$ cat config.mk
export PLATFORM = sky130hd
export DESIGN_NAME = serial_adder
export DESIGN_NICKNAME = d
export VERILOG_FILES = /design/src/rtl/add_pkg.sv /design/src/rtl/serial_adder_full_adder.sv /design/src/rtl/serial_adder.sv
export SDC_FILE = /design/constraint.sdc
export NUM_CORES = 1
export LEC_CHECK = 0
export CAP_MARGIN = 10
export CORE_ASPECT_RATIO = 2
export CORE_UTILIZATION = 35
export CTS_CLUSTER_SIZE = 28
export DETAILED_ROUTE_END_ITERATION = 12
export DONT_BUFFER_PORTS = 1
export REMOVE_ABC_BUFFERS = 1
export SLEW_MARGIN = 20
export SYNTH_ARGS = -nofsm -noshare
export SYNTH_HDL_FRONTEND = slang
export SYNTH_SLANG_ARGS = --single-unit
$ cat constraint.sdc
create_clock -name clk -period 2.15 [get_ports clk]
set_input_delay 0.1075 -clock clk [delete_from_list [all_inputs] [get_ports clk]]
set_output_delay 0.1075 -clock clk [all_outputs]
set_load 0.05 [all_outputs]
$ cat src/rtl/add_pkg.sv
// Shared types for the bit-serial adder: FSM state encoding used by the RTL
// and by the bench when probing internal state.
package add_pkg;

   typedef enum logic [1:0] {
      IDLE = 2'd0,
      RUN  = 2'd1,
      DONE = 2'd2
   } add_state_t;

   // Counter width for a WIDTH-bit operand; one spare bit so it never wraps.
   function automatic int cnt_width(input int width);
      return $clog2(width) + 1;
   endfunction

endpackage

$ cat src/rtl/serial_adder_full_adder.sv
// One-bit full adder expressed as XOR/AND/OR gate structure; purely combinational.
module full_adder (
   input  logic a,
   input  logic b,
   input  logic ci,
   output logic s,
   output logic co
);

   logic w_axb;
   logic w_ab;
   logic w_cxab;

   assign w_axb  = a ^ b;
   assign w_ab   = a & b;
   assign w_cxab = ci & w_axb;
   assign s      = w_axb ^ ci;
   assign co     = w_ab | w_cxab;

endmodule

$ cat src/rtl/serial_adder.sv
// Bit-serial unsigned adder: operands accepted via valid/ready, summed LSB-first
// one bit per clock through a single full adder, result offered via valid/ready.
module serial_adder
   import add_pkg::*;
#(
   parameter int WIDTH = 8
) (
   input  logic             clk,
   input  logic             rst_n,
   input  logic             in_valid,
   output logic             in_ready,
   input  logic [WIDTH-1:0] a,
   input  logic [WIDTH-1:0] b,
   output logic             out_valid,
   input  logic             out_ready,
   output logic [WIDTH-1:0] sum,
   output logic             carry
);

   localparam int CNT_W = cnt_width(WIDTH);
   localparam logic [CNT_W-1:0] LAST_CNT = CNT_W'(WIDTH - 1);

   add_state_t       r_state;
   add_state_t       w_state_nxt;
   logic [CNT_W-1:0] r_cnt;
   logic [WIDTH-1:0] r_a_sh;
   logic [WIDTH-1:0] r_b_sh;
   logic [WIDTH-1:0] r_s_sh;
   logic             r_c;
   logic [WIDTH-1:0] r_sum;
   logic             r_carry;

   logic             w_s;
   logic             w_co;
   logic             w_accept;
   logic             w_last;
   logic [WIDTH:0]   w_s_cat;
   logic [WIDTH-1:0] w_s_sh_nxt;

   full_adder u_fa (
      .a  (r_a_sh[0]),
      .b  (r_b_sh[0]),
      .ci (r_c),
      .s  (w_s),
      .co (w_co)
   );

   assign in_ready   = (r_state == IDLE);
   assign out_valid  = (r_state == DONE);
   assign w_accept   = in_valid && in_ready;
   assign w_last     = (r_cnt == LAST_CNT);
   // New sum bit enters at the MSB; after WIDTH shifts bit 0 sits at the LSB.
   assign w_s_cat    = {w_s, r_s_sh};
   assign w_s_sh_nxt = w_s_cat[WIDTH:1];
   assign sum        = r_sum;
   assign carry      = r_carry;

   always_comb begin
      w_state_nxt = r_state;
      case (r_state)
         IDLE:    if (w_accept) w_state_nxt = RUN;
         RUN:     if (w_last) w_state_nxt = DONE;
         DONE:    if (out_ready) w_state_nxt = IDLE;
         default: w_state_nxt = IDLE;
      endcase
   end

   always_ff @(posedge clk) begin
      if (!rst_n) begin
         r_state <= IDLE;
         r_cnt   <= '0;
         r_sum   <= '0;
         r_carry <= 1'b0;
      end else begin
         r_state <= w_state_nxt;
         if (w_accept) begin
            r_cnt <= '0;
         end else if (r_state == RUN) begin
            r_cnt <= r_cnt + 1'b1;
         end
         if (r_state == RUN && w_last) begin
            r_sum   <= w_s_sh_nxt;
            r_carry <= w_co;
         end
      end
   end

   // Datapath shift registers are fully (re)loaded on accept, so they carry no reset.
   always_ff @(posedge clk) begin
      if (w_accept) begin
         r_a_sh <= a;
         r_b_sh <= b;
         r_c    <= 1'b0;
      end else if (r_state == RUN) begin
         r_a_sh <= r_a_sh >> 1;
         r_b_sh <= r_b_sh >> 1;
         r_s_sh <= w_s_sh_nxt;
         r_c    <= w_co;
      end
   end

endmodule
======== After elaboration in Yosys (flattened, before gate mapping) ========
Index checks and enable logic that the tools add are counted.
storage, ports and cells
  bits in registers ....................... 40
  logic and storage cells ................. 37
  bits of input ports ..................... 20
  output and inout port bits .............. 11
cells by class
  eq/ne operators ......................... 6
  $add $sub $neg .......................... 1
  multiplexer cells ....................... 8
  bitwise operators ....................... 7
  reductions and logical operators ........ 7
operators by type and width
  cell                   count
  $mux W8                4
  $mux W2                3
  $pmux W2 S3            1
  $add A4 B1 Y4 const B  1
  $eq A4 B3 Y1 const B   1
  $ne A2 B1 Y1 const B   2
  $reduce_and A3 Y1      1
  $and A1 B1 Y1          2
  $eq A2 B1 Y1 const B   1
  $eq A2 B2 Y1 const B   1
  $logic_and A1 B1 Y1    2
  $logic_not A2 Y1       1
  $ne A2 B2 Y1 const B   1
  $not A1 Y1             2
  $reduce_and A2 Y1      1
  $reduce_bool A2 Y1     1
  $reduce_or A2 Y1       1
  $xor A1 B1 Y1          2
  $or A1 B1 Y1           1

======== Longest topological paths before layout ========
Gate-level depths: netlist of the first run.
  word-level depth ........................ 4
  gate-level depth with buffers ........... 5

======== Hierarchy ========
From an unflattened synthesis of the first run, not the netlist that was laid out.
unflattened totals
  cell total of the unflattened synthesis .. 117
  area total of the unflattened synthesis .. 1,562.7 µm²
by module, submodules not included
  module        cells an instance  seq. area each (µm²)  area an instance (µm²)  times used
  serial_adder  116                1,011.0               1,542.7                 1
  full_adder    1                  0.0                   20.0                    1

======== Worst setup path before layout of the first run ========
No wires, ideal clock.
  path type ............................... flip-flop to flip-flop
  start ................................... reg r_state[1]
  end ..................................... reg r_a_sh[0], enable pin
  data required time ...................... 1,816 ps
  stages on the path, launching flop included .. 5
  setup slack ............................. 645 ps
  clock period less this slack ............ 1,505 ps
  arrival time ............................ 1,171 ps
  buffers on the path ..................... 1
  path through ............................ dfxtp_1 > nand2b_1 > buf_6 > inv_1 > or2_2
between the ends
  word-level cells in the longest chain between the ends .. 3
  elaborated cells between the ends (all ways) .. 4
RTL lines
  what                                     RTL line            text
  from (decl)                              serial_adder.sv:23  add_state_t r_state;
  from (signal assigned)                   serial_adder.sv:75  r_state <= w_state_nxt;
  $logic_not A2 Y1                         serial_adder.sv:48  assign in_ready = (r_state == IDLE);
  $logic_and A1 B1 Y1                      serial_adder.sv:50  assign w_accept = in_valid && in_ready;
  $reduce_bool A2 Y1 (no source line) (*)  -
  to (signal assigned)                     serial_adder.sv:95  r_a_sh <= r_a_sh >> 1;
  to (decl)                                serial_adder.sv:26  logic [WIDTH-1:0] r_a_sh;
Mark *: on every way between the ends. The rest lies on a longest branch, timed or not.
A chain may end at the register's enable or synchronous reset.

======== Final worst setup path of the first run ========
  start ................................... reg r_state[1]
  end ..................................... reg r_b_sh[1], enable pin
between the ends
  word-level cells in the longest chain between the ends .. 3
  elaborated cells between the ends (all ways) .. 4
RTL lines
  what                                     RTL line            text
  $logic_not A2 Y1                         serial_adder.sv:48
  $logic_and A1 B1 Y1                      serial_adder.sv:50
  $reduce_bool A2 Y1 (no source line) (*)  -
  to (signal assigned)                     serial_adder.sv:96  r_b_sh <= r_b_sh >> 1;
  to (decl)                                serial_adder.sv:27  logic [WIDTH-1:0] r_b_sh;
Marks and branches as above.

==> results.txt, run 1 <==
The run finished with clean final reports. The I/O pin count is 31. Traced cell by cell, the critical path runs through nor3b_2 > buf_4 > or2_2.

Along the worst hold path, the cell count comes to 1. The number of synthesis warnings came out at 0. The worst setup path is of the reg2reg kind. The total placed instance area came out at between 1500 and 2000 um2. The fraction of power spent switching nets came out at approximately a fifth. The mean cell area of the mapped netlist came out at about 13 um2. Global routing finished with a remaining overflow of 0. For this run, the total global-route usage over all layers was measured as 12.1%.

The maximum number of pins on one net before global-route repair is 21. The count of nets left with antenna violations once routing finished came out at 0. The post-synthesis sequential area ratio is approximately 65%. Combinational cells account for 7.7% of the total power.

The clock-pin transition on the worst setup and hold timing paths is around 0.070 ns. The first global-routing pass estimated 4130 um of wire. The internal power consumption came out at 1300 uW. The first detailed-routing pass took 3 iterations. The post-CTS setup repair buffer count is 0. The largest stage delay on the critical path is between 0.3 and 0.4 ns. The worst-case reg-to-reg path depth is 3. The synthesized design contains 39 register bits. Headroom to the max-slew limit came out at between 50% and 60%. The overall routed net length is around 2500 um. The latest clock arrival within the worst-skew pair came out at 0.28 ns.

The hold violation total from the final report is 0. Summing internal, switching and leakage power gives approximately 1600 uW. The global placement routability congestion came out at around 0.64. The static power due to leakage is just over 0.0006 uW. The final setup TNS is 0 ns. The cell area after layout is about 1800 um2. In the layout the commonest cells are 23 x sky130_fd_sc_hd__edfxtp_1, 22 x sky130_fd_sc_hd__nand2_1, 16 x sky130_fd_sc_hd__dfxtp_1, 14 x sky130_fd_sc_hd__mux2_2, 9 x sky130_fd_sc_hd__mux2i_1. The via count of the first global-routing pass came to roughly 950. The overall via count from detail_route is 863.

The maximum achievable frequency is approximately 660 MHz. Setup violations remaining at the end of the flow were counted as 0. The clock sink count came out at 39.

The number of nets in the layout came out at approximately 150. The power share of the sequential group is 54.7%. The DRC violations left is 0. The area of the die is 4750 um2. The path class of the lowest-slack min-delay path is in2reg. STA classifies the critical path startpoint as a register. The worst reg-to-reg setup slack is 0.64 ns. The initial antenna violation count is 0.

The worst-case vdd ir drop came out at 0.000498 V. The number of antenna cells inserted is 0. After detailed routing, the number of vias per cell comes to ~4.8. The clock passes through at most 2 buffers. The standard cell with the maximum stage delay on the critical path is sky130_fd_sc_hd__or2_2. Setup repair after global routing left no endpoint under its margin. Leaving out fill and tap cells, the most frequent cell in the layout is sky130_fd_sc_hd__edfxtp_1. The share of layout cells above drive strength 1 is approximately 23%. The detailed router finished its first iteration with 5 violations. The count of pins over their slew limit was 0. The TritonCTS buffer count came out at 5. The chip width is 49.3 um.

The cell sitting at the root of the clock tree is a sky130_fd_sc_hd__clkbuf_8. The clock arrives with 0.00315 ns of skew. The initial utilization of the core area, before any placement, comes to roughly 36%. In this run the number of H-tree levels came out at 2. The category of the worst setup path capture point is a register.

After clock tree synthesis, the repair step resized 0 gates. The actual slew at the worst max-slew pin came out at 0.700 ns. Max-cap violations in this run came to 0. The average wire length per cell after detail routing came out at approximately 14 um. Timing analysis after detailed placement gives a worst setup slack of 0.623 ns. The data arrival at the endpoint of the critical path is between 1 and 1.5 ns.

The share of the cycle needed by the critical path after routing came out at a little over two thirds. The time the final worst path needs with I/O delays and setup came out at roughly 1.5 ns. TritonCTS built the clock tree.

Once routing completed, OpenROAD measured the worst setup slack at 0.636 ns. The HPWL after detailed placement is approximately 1800 um. The ratio of total power to cell area came out at 923 nW/um2. STA puts the critical path data required time at 2.10 ns. The placeable core area is about 4300 um2. Along the worst path, the maximum fanout reaches 20. The height of the die is 96.5 um.

The count of port buffers added during placement is 0. The signed area change from the synthesized netlist to the final layout is 12.9%. The mapped cell area is roughly 1600 um2. The number of placement rows came out at 34. The analysis attributes to net switching a power of 328 uW.

After technology mapping, the gate count stands at 117. The number of different library cells in the post-synthesis netlist came out at 26. The power share of the clock group came out at 37.6%.
[repair_timing]
item / CTS / global route
setup endpoints to repair: 0 / 0
hold buffers: 1 / 0
hold endpoints to repair: 11 / 0
[flip-flops by register name (all words and copies together), names as in the netlist]
signal,cells
r_b_sh,8
r_state,2
r_c,1
r_a_sh,8
sum,8
r_s_sh,7
r_cnt,4
carry,1
[worst max-delay path, delay by kind of cell, from the launching register on]
kind,cells,cell delay (ns)
AND/OR/NAND/NOR,2,0.57
buffers and inverters,1,0.26
flip-flops,1,0.35
[layout make-up]
| class | count | area, um2 |
|---|---|---|
| tap | 54 | 67.6 |
| timing repair buffer | 5 | 40.0 |
| sequential | 39 | 1010 |
| inverter | 1 | 3.75 |
| fill | 411 | 2530 |
| clock inverter | 2 | 35.0 |
| clock buffer | 6 | 82.6 |
| multi-input combinational | 72 | 524 |
[path summary, 6_finish.rpt]
path	startpoint	end
max	r_state[1]	r_b_sh[1]
min	b[7]	r_b_sh[7]
max reg2reg	r_state[1]	r_b_sh[1]
min reg2reg	r_s_sh[6]	r_s_sh[5]
[routing by layer]
| layer | up-vias | wire [um] | GRT usage, % |
|---|---|---|---|
| li1 | 420 | - | - |
| met5 | - | 0 | 0 |
| met3 | 7 | 172 | 4.07 |
| met1 | 405 | 943 | 11.4 |
| met4 | 0 | 65 | 8.09 |
| met2 | 31 | 1360 | 21.8 |
[through the flow]
stage / hold WS [ns] / util [%] / std cells
2_1_floorplan: 0.225 / - / 112
3_3_place_gp: 0.238 / 38.1 / 170
3_5_place_dp: 0.245 / 38.1 / 170
4_1_cts: 0.0126 / 41.1 / 179
5_1_grt: 0.0116 / 41.1 / 179
6_report: 0.0243 / 41.1 / 179
[power by group through the flow]
stage          Sequential, uW  Clock (uW)  Combinational (uW)
2_1_floorplan             897           0                94.5
3_3_place_gp              905           0                 115
3_5_place_dp              907           0                 122
4_1_cts                   891         632                 129
5_1_grt                   896         662                 140
6_report                  890         612                 126
[Yosys cell counts (all sizes together)]
cell type / count / area [um2]
or2: 1 / 6.26
ha: 1 / 12.5
dfxtp: 16 / 320
xor2: 1 / 8.76
nand3b: 2 / 15.0
nor3b: 1 / 7.51
edfxtp: 23 / 691
a21oi: 3 / 15.0
buf: 3 / 21.3
clkbuf: 2 / 7.51
nor2: 4 / 22.5
mux2: 14 / 158
fa: 1 / 20.0
inv: 1 / 3.75
and2: 2 / 12.5
nor2b: 3 / 18.8
nand2b: 2 / 12.5
or3: 1 / 6.26
nand2: 22 / 82.6
o21a: 1 / 7.51
xnor2: 1 / 8.76
o21ai: 2 / 10.0
nand3: 1 / 5.00
mux2i: 9 / 90.1
[logic make-up (layout without fill, tap and decap cells)]
family                   Yosys count  in the layout  synth area share (%)
AO/OA/AOI/OAI                      6              6                  2.08
XOR/XNOR                           2              2                  1.12
adder cells (fa/ha/maj)            2              2                  2.08
buffers and inverters              6             14                  2.08
flip-flops                        39             39                  64.7
multiplexers                      23             23                  15.9
AND/OR/NAND/NOR                   39             39                  12.1
Note: power is estimated with default switching activity, not from simulation.
==> run 2, diff against run 1 <==
Clock period 2.15 ns to 1.29 ns, I/O delays scaled along.
==> run 2 against run 1 <==
  * Combinational power up 130%
  * Routed wire length up 9.3%
  * Via count up 13%
  * The run now ends with negative setup slack left
  * Clock power up 24%
  * Non-clock buffer count up 31
  * Maximum frequency up 11%
  * Critical endpoint is now r_a_sh[5]
  * Clock skew up 0.0070 ns
  * Largest power group unchanged
  * Total power up 56%
  * Sequential power up 66%
==> results.txt, run 2 (synthesis results as in run 1) <==
After layout, the minimum clock period comes to ~1.4 ns. The worst-case reg-to-reg path depth is 3. The floorplan step defined a die boundary enclosing approximately 4800 um2. The buffer and inverter count on the worst path came out at 1. In this run the critical register-to-register path is captured at r_a_sh[5].

The standard cell with the maximum stage delay on the critical path is sky130_fd_sc_hd__dfxtp_2. The worst-case setup margin in the final layout is -0.0729 ns. The most critical setup path has its endpoint at r_a_sh[5].

The height of the die came out at 96.5 um. The data arrival at the endpoint of the critical path is 1.40 ns. The kind of cell with the highest combined delay along the critical path is flip-flops.

The top cell types in the final layout, fill and taps aside, are 23 x sky130_fd_sc_hd__edfxtp_1, 22 x sky130_fd_sc_hd__nand2_1, 17 x sky130_fd_sc_hd__buf_4, 15 x sky130_fd_sc_hd__dlygate4sd3_1, 14 x sky130_fd_sc_hd__mux2_2. The violation count after the first detailed-route iteration is 11. The final number of setup-violating endpoints came out at 30.

The I/O pin count is 31. The overall via count from detail_route is just under 1000. The number of maximum-capacitance violations is 0. The number of nets still failing antenna checks after routing is 0. The number of placement rows came out at 34. The static power due to leakage is around 0.00076 uW. In the final layout, the share of cells above drive strength 1 is roughly 31%. The flow ran to the end, but the final reports show violations. The number of nets in the layout is around 180.

The library cell used most frequently in the layout, excluding fill and tap cells, is sky130_fd_sc_hd__edfxtp_1. The design draws approximately 2500 uW. The number of logic stages on the critical path including buffering came out at 3.

The global placement routability congestion is 0.653. The ratio of total power to cell area came out at 1230 nW/um2. The worst slack at placement is -0.126 ns. The number of antenna cells inserted came out at 0. The pre-antenna-repair detailed-routing pass consisted of 2 iterations. The worst-case IR drop observed on VDD is 0.000835 V. The overall overflow remaining after global route is 0. The maximum achievable frequency is 734 MHz. The H-tree depth came out at 2. Entering global routing, the biggest net connects 22 pins. The aggregate global-route resource usage came out at between 10% and 20%. The final reports fail on negative setup slack.

The worst reg-to-reg setup slack is -0.07 ns. The actual slew at the worst max-slew pin came out at 0.767 ns. Once the floorplan was initialized, standard cells occupied roughly 36% of the core. The kind of launch point of the worst setup path is a register. The source of the critical timing path is r_state[0]. Clock latency on the worst-skew pair, taken at its later pin, is 0.28 ns. The clock-pin transition on the worst setup and hold timing paths came out at approximately 0.080 ns. Fill cells in the final layout number around 380.

The final HPWL from detailed placement came out at about 1900 um. The critical path is of the reg2reg type. The post-detailed-route via-to-cell ratio is about 4.7.

Clock skew on the completed layout was measured at approximately 0.01 ns. The maximum clock path buffer count came out at 2. The path class of the tightest hold or removal check is in2reg. In this design, the stage delay of the slowest critical-path cell is approximately 0.34 ns. The largest driver fanout on the critical path is 13.

The utilization after layout came out at between 40% and 50%. The count of port buffers added during placement is 0. The placeable core area came out at around 4300 um2. The required arrival time at the worst endpoint came out at between 1 and 1.5 ns.

The first global-routing pass estimated about 4600 um of wire. The hold violation total from the final report is 0. The average wire length per cell after detail routing is 13.2 um. The root buffer cell chosen for the clock tree is sky130_fd_sc_hd__clkbuf_8. The overall routed net length came out at roughly 2800 um. The clock net in this run drives a total of 39 sinks.

The initial antenna violation count is 0. The chip width came out at ~49 um. TritonCTS built the clock tree. Final hold analysis gives a worst-case slack of roughly 0.010 ns. The TritonCTS buffer count came out at 5. Setup repair after global routing could not meet its margin everywhere.

Of the available clock period, the critical path in the final layout requires 106%. The area growth from synthesis to layout is 31.4%. The startpoint identified for the worst register-to-register timing path is r_state[0]. The signal on the critical path passes through nor3b_4 > buf_6 > mux2_2. The DRC violations left is 0. The via count of the first global-routing pass came to 1079. The relative slew slack came out at between 40% and 50%.

The count of pins over their slew limit is 0. The category of the worst setup path capture point is a register.
-- run 2: cell count changes in the layout (fill, tap and decap cells not counted), moves of 2 or more --
cell,change
sky130_fd_sc_hd__buf_12,+2
sky130_fd_sc_hd__clkbuf_1,+2
sky130_fd_sc_hd__buf_4,+13
sky130_fd_sc_hd__dlygate4sd3_1,+14
sky130_fd_sc_hd__dfxtp_2,+3
sky130_fd_sc_hd__dfxtp_1,-3
-- run 2: layout make-up --
type | instances | area (um2) | area share (%)
flip-flops and latches | 39 | 1010 | 49.4
repair buffers | 36 | 342 | 16.6
well taps | 54 | 67.6 | 3.29
multi-input cells | 72 | 542 | 26.4
inverters | 1 | 3.75 | 0.183
clock buffers | 7 | 76.3 | 3.72
clock inverters | 1 | 7.51 | 0.366
-- run 2: worst min-delay path by stage --
stage,depth (start not counted),start,slack [ns],to
2_1_floorplan,1,rst_n,0.18,r_state[1]
3_3_place_gp,1,rst_n,0.20,r_state[1]
3_5_place_dp,1,rst_n,0.20,r_state[0]
4_1_cts,1,a[0],0.002,r_a_sh[0]
5_1_grt,1,a[0],-0.001,r_a_sh[0]
6_report,1,a[0],0.01,r_a_sh[0]
-- run 2: per-layer routing --
metal | global-route usage [%] | vias up | routed length [um]
li1 | - | 480 | -
met1 | 11.7 | 465 | 1050
met2 | 26.6 | 28 | 1580
met3 | 4.54 | 4 | 119
met4 | 5.88 | 0 | 31
met5 | 0 | - | 0
-- run 2: per-stage QoR --
stage	instance area, um2	TNS, ns	cells
2_1_floorplan	1530	-39.23	112
3_3_place_gp	1770	-0.824	185
3_5_place_dp	1770	-1.69	185
4_1_cts	2030	-1.55	209
5_1_grt	2050	-3.11	210
6_report	2050	-1.29	210
-- run 2: where the power goes --
group          total [uW]  internal [uW]  switching (uW)  leakage (uW)
sequential           1480           1440            37.6      0.000356
combinational         290            160             131      0.000367
clock                 761            382             379     0.0000385
total                2530           1990             547      0.000761
-- run 2: repair_timing --
item | 4_1_cts | 5_1_grt
hold buffers | 15 | 1
endpoints found under the setup margin | 30 | 43
resized for setup | 4 | 4
buffers inserted | 1 | 0
hold endpoints to repair | 27 | 2
pin swaps | 1 | 1
==> run 3, diff against run 2 <==
Clock period 1.29 ns to 1.3 ns, I/O delays scaled along.
==> run 3 against run 2 <==
  * Maximum frequency did not move
  * Design area stayed put
  * Sequential cell count unchanged
  * Non-clock buffer count is the same
  * Sequential power is essentially flat
  * First-iteration DRC count unchanged
  * Clock skew unchanged
  * The flow still finishes with violations (negative setup slack)
  * Final cell count is the same
  * Largest cell class unchanged
  * Largest power group unchanged
  * Critical path type unchanged
  * Via count did not move
  * Critical path depth unchanged
  * Highest routed layer unchanged
==> results.txt, run 3 (synthesis results as in run 1) <==
In this run the deepest clock path goes through 2 buffers. The overall routed net length came out at between 2000 and 3000 um. STA classifies the critical path endpoint as a register. The utilization after layout is a little under half.

The kind of launch point of the worst setup path is a register. The H-tree depth is 2. Leaving out fill and tap cells, the most frequent cell in the layout is sky130_fd_sc_hd__edfxtp_1. The DRC violations left came out at 0. The clock sink count is 39. The worst-case vdd ir drop is 0.000828 V. The largest driver fanout on the critical path came out at 13. Dividing the final minimum period by the clock period gives 105%. The maximum achievable frequency is 734 MHz. The total iterations of the first detailed-routing run came out at 2.

The clock-pin transition on the worst setup and hold timing paths came out at ~0.08 ns. For flop-to-flop paths, the worst setup slack is -0.06 ns. The via count of the first global-routing pass is about 1100. The worst-case setup margin in the final layout is -0.0629 ns.

The design draws ~2500 uW. The detail route stage leaves a number of antenna-violating nets equal to 0. The number of nets in the layout is roughly 180. The floorplan step defined a die boundary enclosing around 4800 um2. The static power due to leakage came out at 0.000761 uW. The repair_antennas step left the layout with diodes totalling 0.

The worst hold path belongs to the class in2reg. Entering global routing, the biggest net connects 22 pins. The final reports fail on negative setup slack.

The final number of setup-violating endpoints is 30. The final setup TNS is -0.993 ns. The count of pins over their slew limit is 0. The share of layout cells above drive strength 1 came out at ~30%. The layout filler cell count is ~380. For the pin with the worst max-slew slack, the measured transition is 0.767 ns. Between clock sinks in the finished design, the worst skew comes to just over 0.01 ns.

Setup repair after global routing could not meet its margin everywhere. The worst pin sits at a relative slew slack of about half. The chip width came out at about 50 um. Dividing the detail-routed via count by the number of cells gives around 4.7.

The worst slack at placement came out at -0.116 ns. The final HPWL from detailed placement came out at between 1500 and 2000 um. The TritonCTS buffer count is 5.

The hold violation total from the final report came out at 0. The cell area after layout came out at between 2000 and 2500 um2. Max-cap violations in this run came to 0. The tree is rooted in a sky130_fd_sc_hd__clkbuf_8. The ratio of total power to cell area is roughly 1200 nW/um2.

The floorplan step defined a core boundary enclosing 4300 um2. The signed area change from the synthesized netlist to the final layout came out at 31.4%. The die is between 90 and 100 um tall.

The violation count after the first detailed-route iteration is 11. The time the final worst path needs with I/O delays and setup came out at roughly 1.4 ns. The floorplan has 34 rows. The later pin in the worst-skew pair is clocked with a latency of between 0.2 and 0.3 ns. The I/O pin count is 31. The flow ran to the end, but the final reports show violations.

The data arrival at the endpoint of the critical path is 1.40 ns. During placement, the flow inserted port buffers numbering 0. The starting density of the core is 36.4%. Global routing used ~13% of the available tracks.

For this run the aggregate overflow at the end of global routing stands at 0. The average wire length per cell after detail routing came out at ~13 um. The total placed instance area came out at 1770 um2. The first global-routing pass estimated 4640 um of wire. The required arrival time at the worst endpoint came out at roughly 1.3 ns. TritonCTS built the clock tree.

The initial antenna violation count came out at 0. In the layout the commonest cells are 23 x sky130_fd_sc_hd__edfxtp_1, 22 x sky130_fd_sc_hd__nand2_1, 17 x sky130_fd_sc_hd__buf_4, 15 x sky130_fd_sc_hd__dlygate4sd3_1, 14 x sky130_fd_sc_hd__mux2_2. The global placement routability congestion is around 0.65.

The critical path is of the reg2reg type. The overall via count from detail_route is 977.
[run 3: cell counts in the layout (fill, tap and decap cells not counted)]
No cell type changed its count.
[run 3: where the power goes]
group,internal [uW],switching (uW),total [uW],leakage [uW]
combinational,159,130,288,0.000367
sequential,1430,37.3,1470,0.000356
clock,379,376,755,0.0000385
total,1970,543,2510,0.000761
[run 3: area by class of cell]
class                           count  area, um2  share of cell area (%)
Inverter                            1       3.75                   0.183
Clock buffer                        7       76.3                    3.72
Clock inverter                      1       7.51                   0.366
Sequential cell                    39       1010                    49.4
Tap cell                           54       67.6                    3.29
Multi-Input combinational cell     72        542                    26.4
Timing Repair Buffer               36        342                    16.6
[run 3: worst max-delay path: stages, from the launching register on]
cell                      delay [ns]
sky130_fd_sc_hd__dfxtp_2        0.34
sky130_fd_sc_hd__nor3b_4        0.24
sky130_fd_sc_hd__buf_6          0.20
sky130_fd_sc_hd__mux2_2         0.34
[run 3: per-stage QoR]
stage / std cells / hold WS, ns
floorplan: 112 / 0.183
global placement: 185 / 0.205
detailed placement: 185 / 0.205
CTS: 209 / 0.00234
global route: 210 / -0.000638
finish: 210 / 0.0105
[run 3: final timing paths]
check | startpoint | cells after the start | endpoint
worst max-delay path | r_state[0] | 3 | r_a_sh[5]
worst min-delay path | a[0] | 1 | r_a_sh[0]
worst max register to register | r_state[0] | 3 | r_a_sh[5]
worst min register to register | r_s_sh[7] | 0 | r_s_sh[6]
[run 3: layer usage]
layer / wire length, um / track usage, %
met5: 0 / 0
met4: 31 / 5.88
met3: 119 / 4.54
met2: 1580 / 26.6
met1: 1050 / 11.7
[run 3: timing repair]
| action | CTS | global route |
|---|---|---|
| gates resized for setup | 4 | 4 |
| hold buffers | 15 | 1 |
| buffers inserted | 1 | 0 |
| hold endpoints to repair | 27 | 2 |
| cloned | 0 | 0 |
| endpoints found under the setup margin | 30 | 43 |
| pin swaps | 1 | 1 |
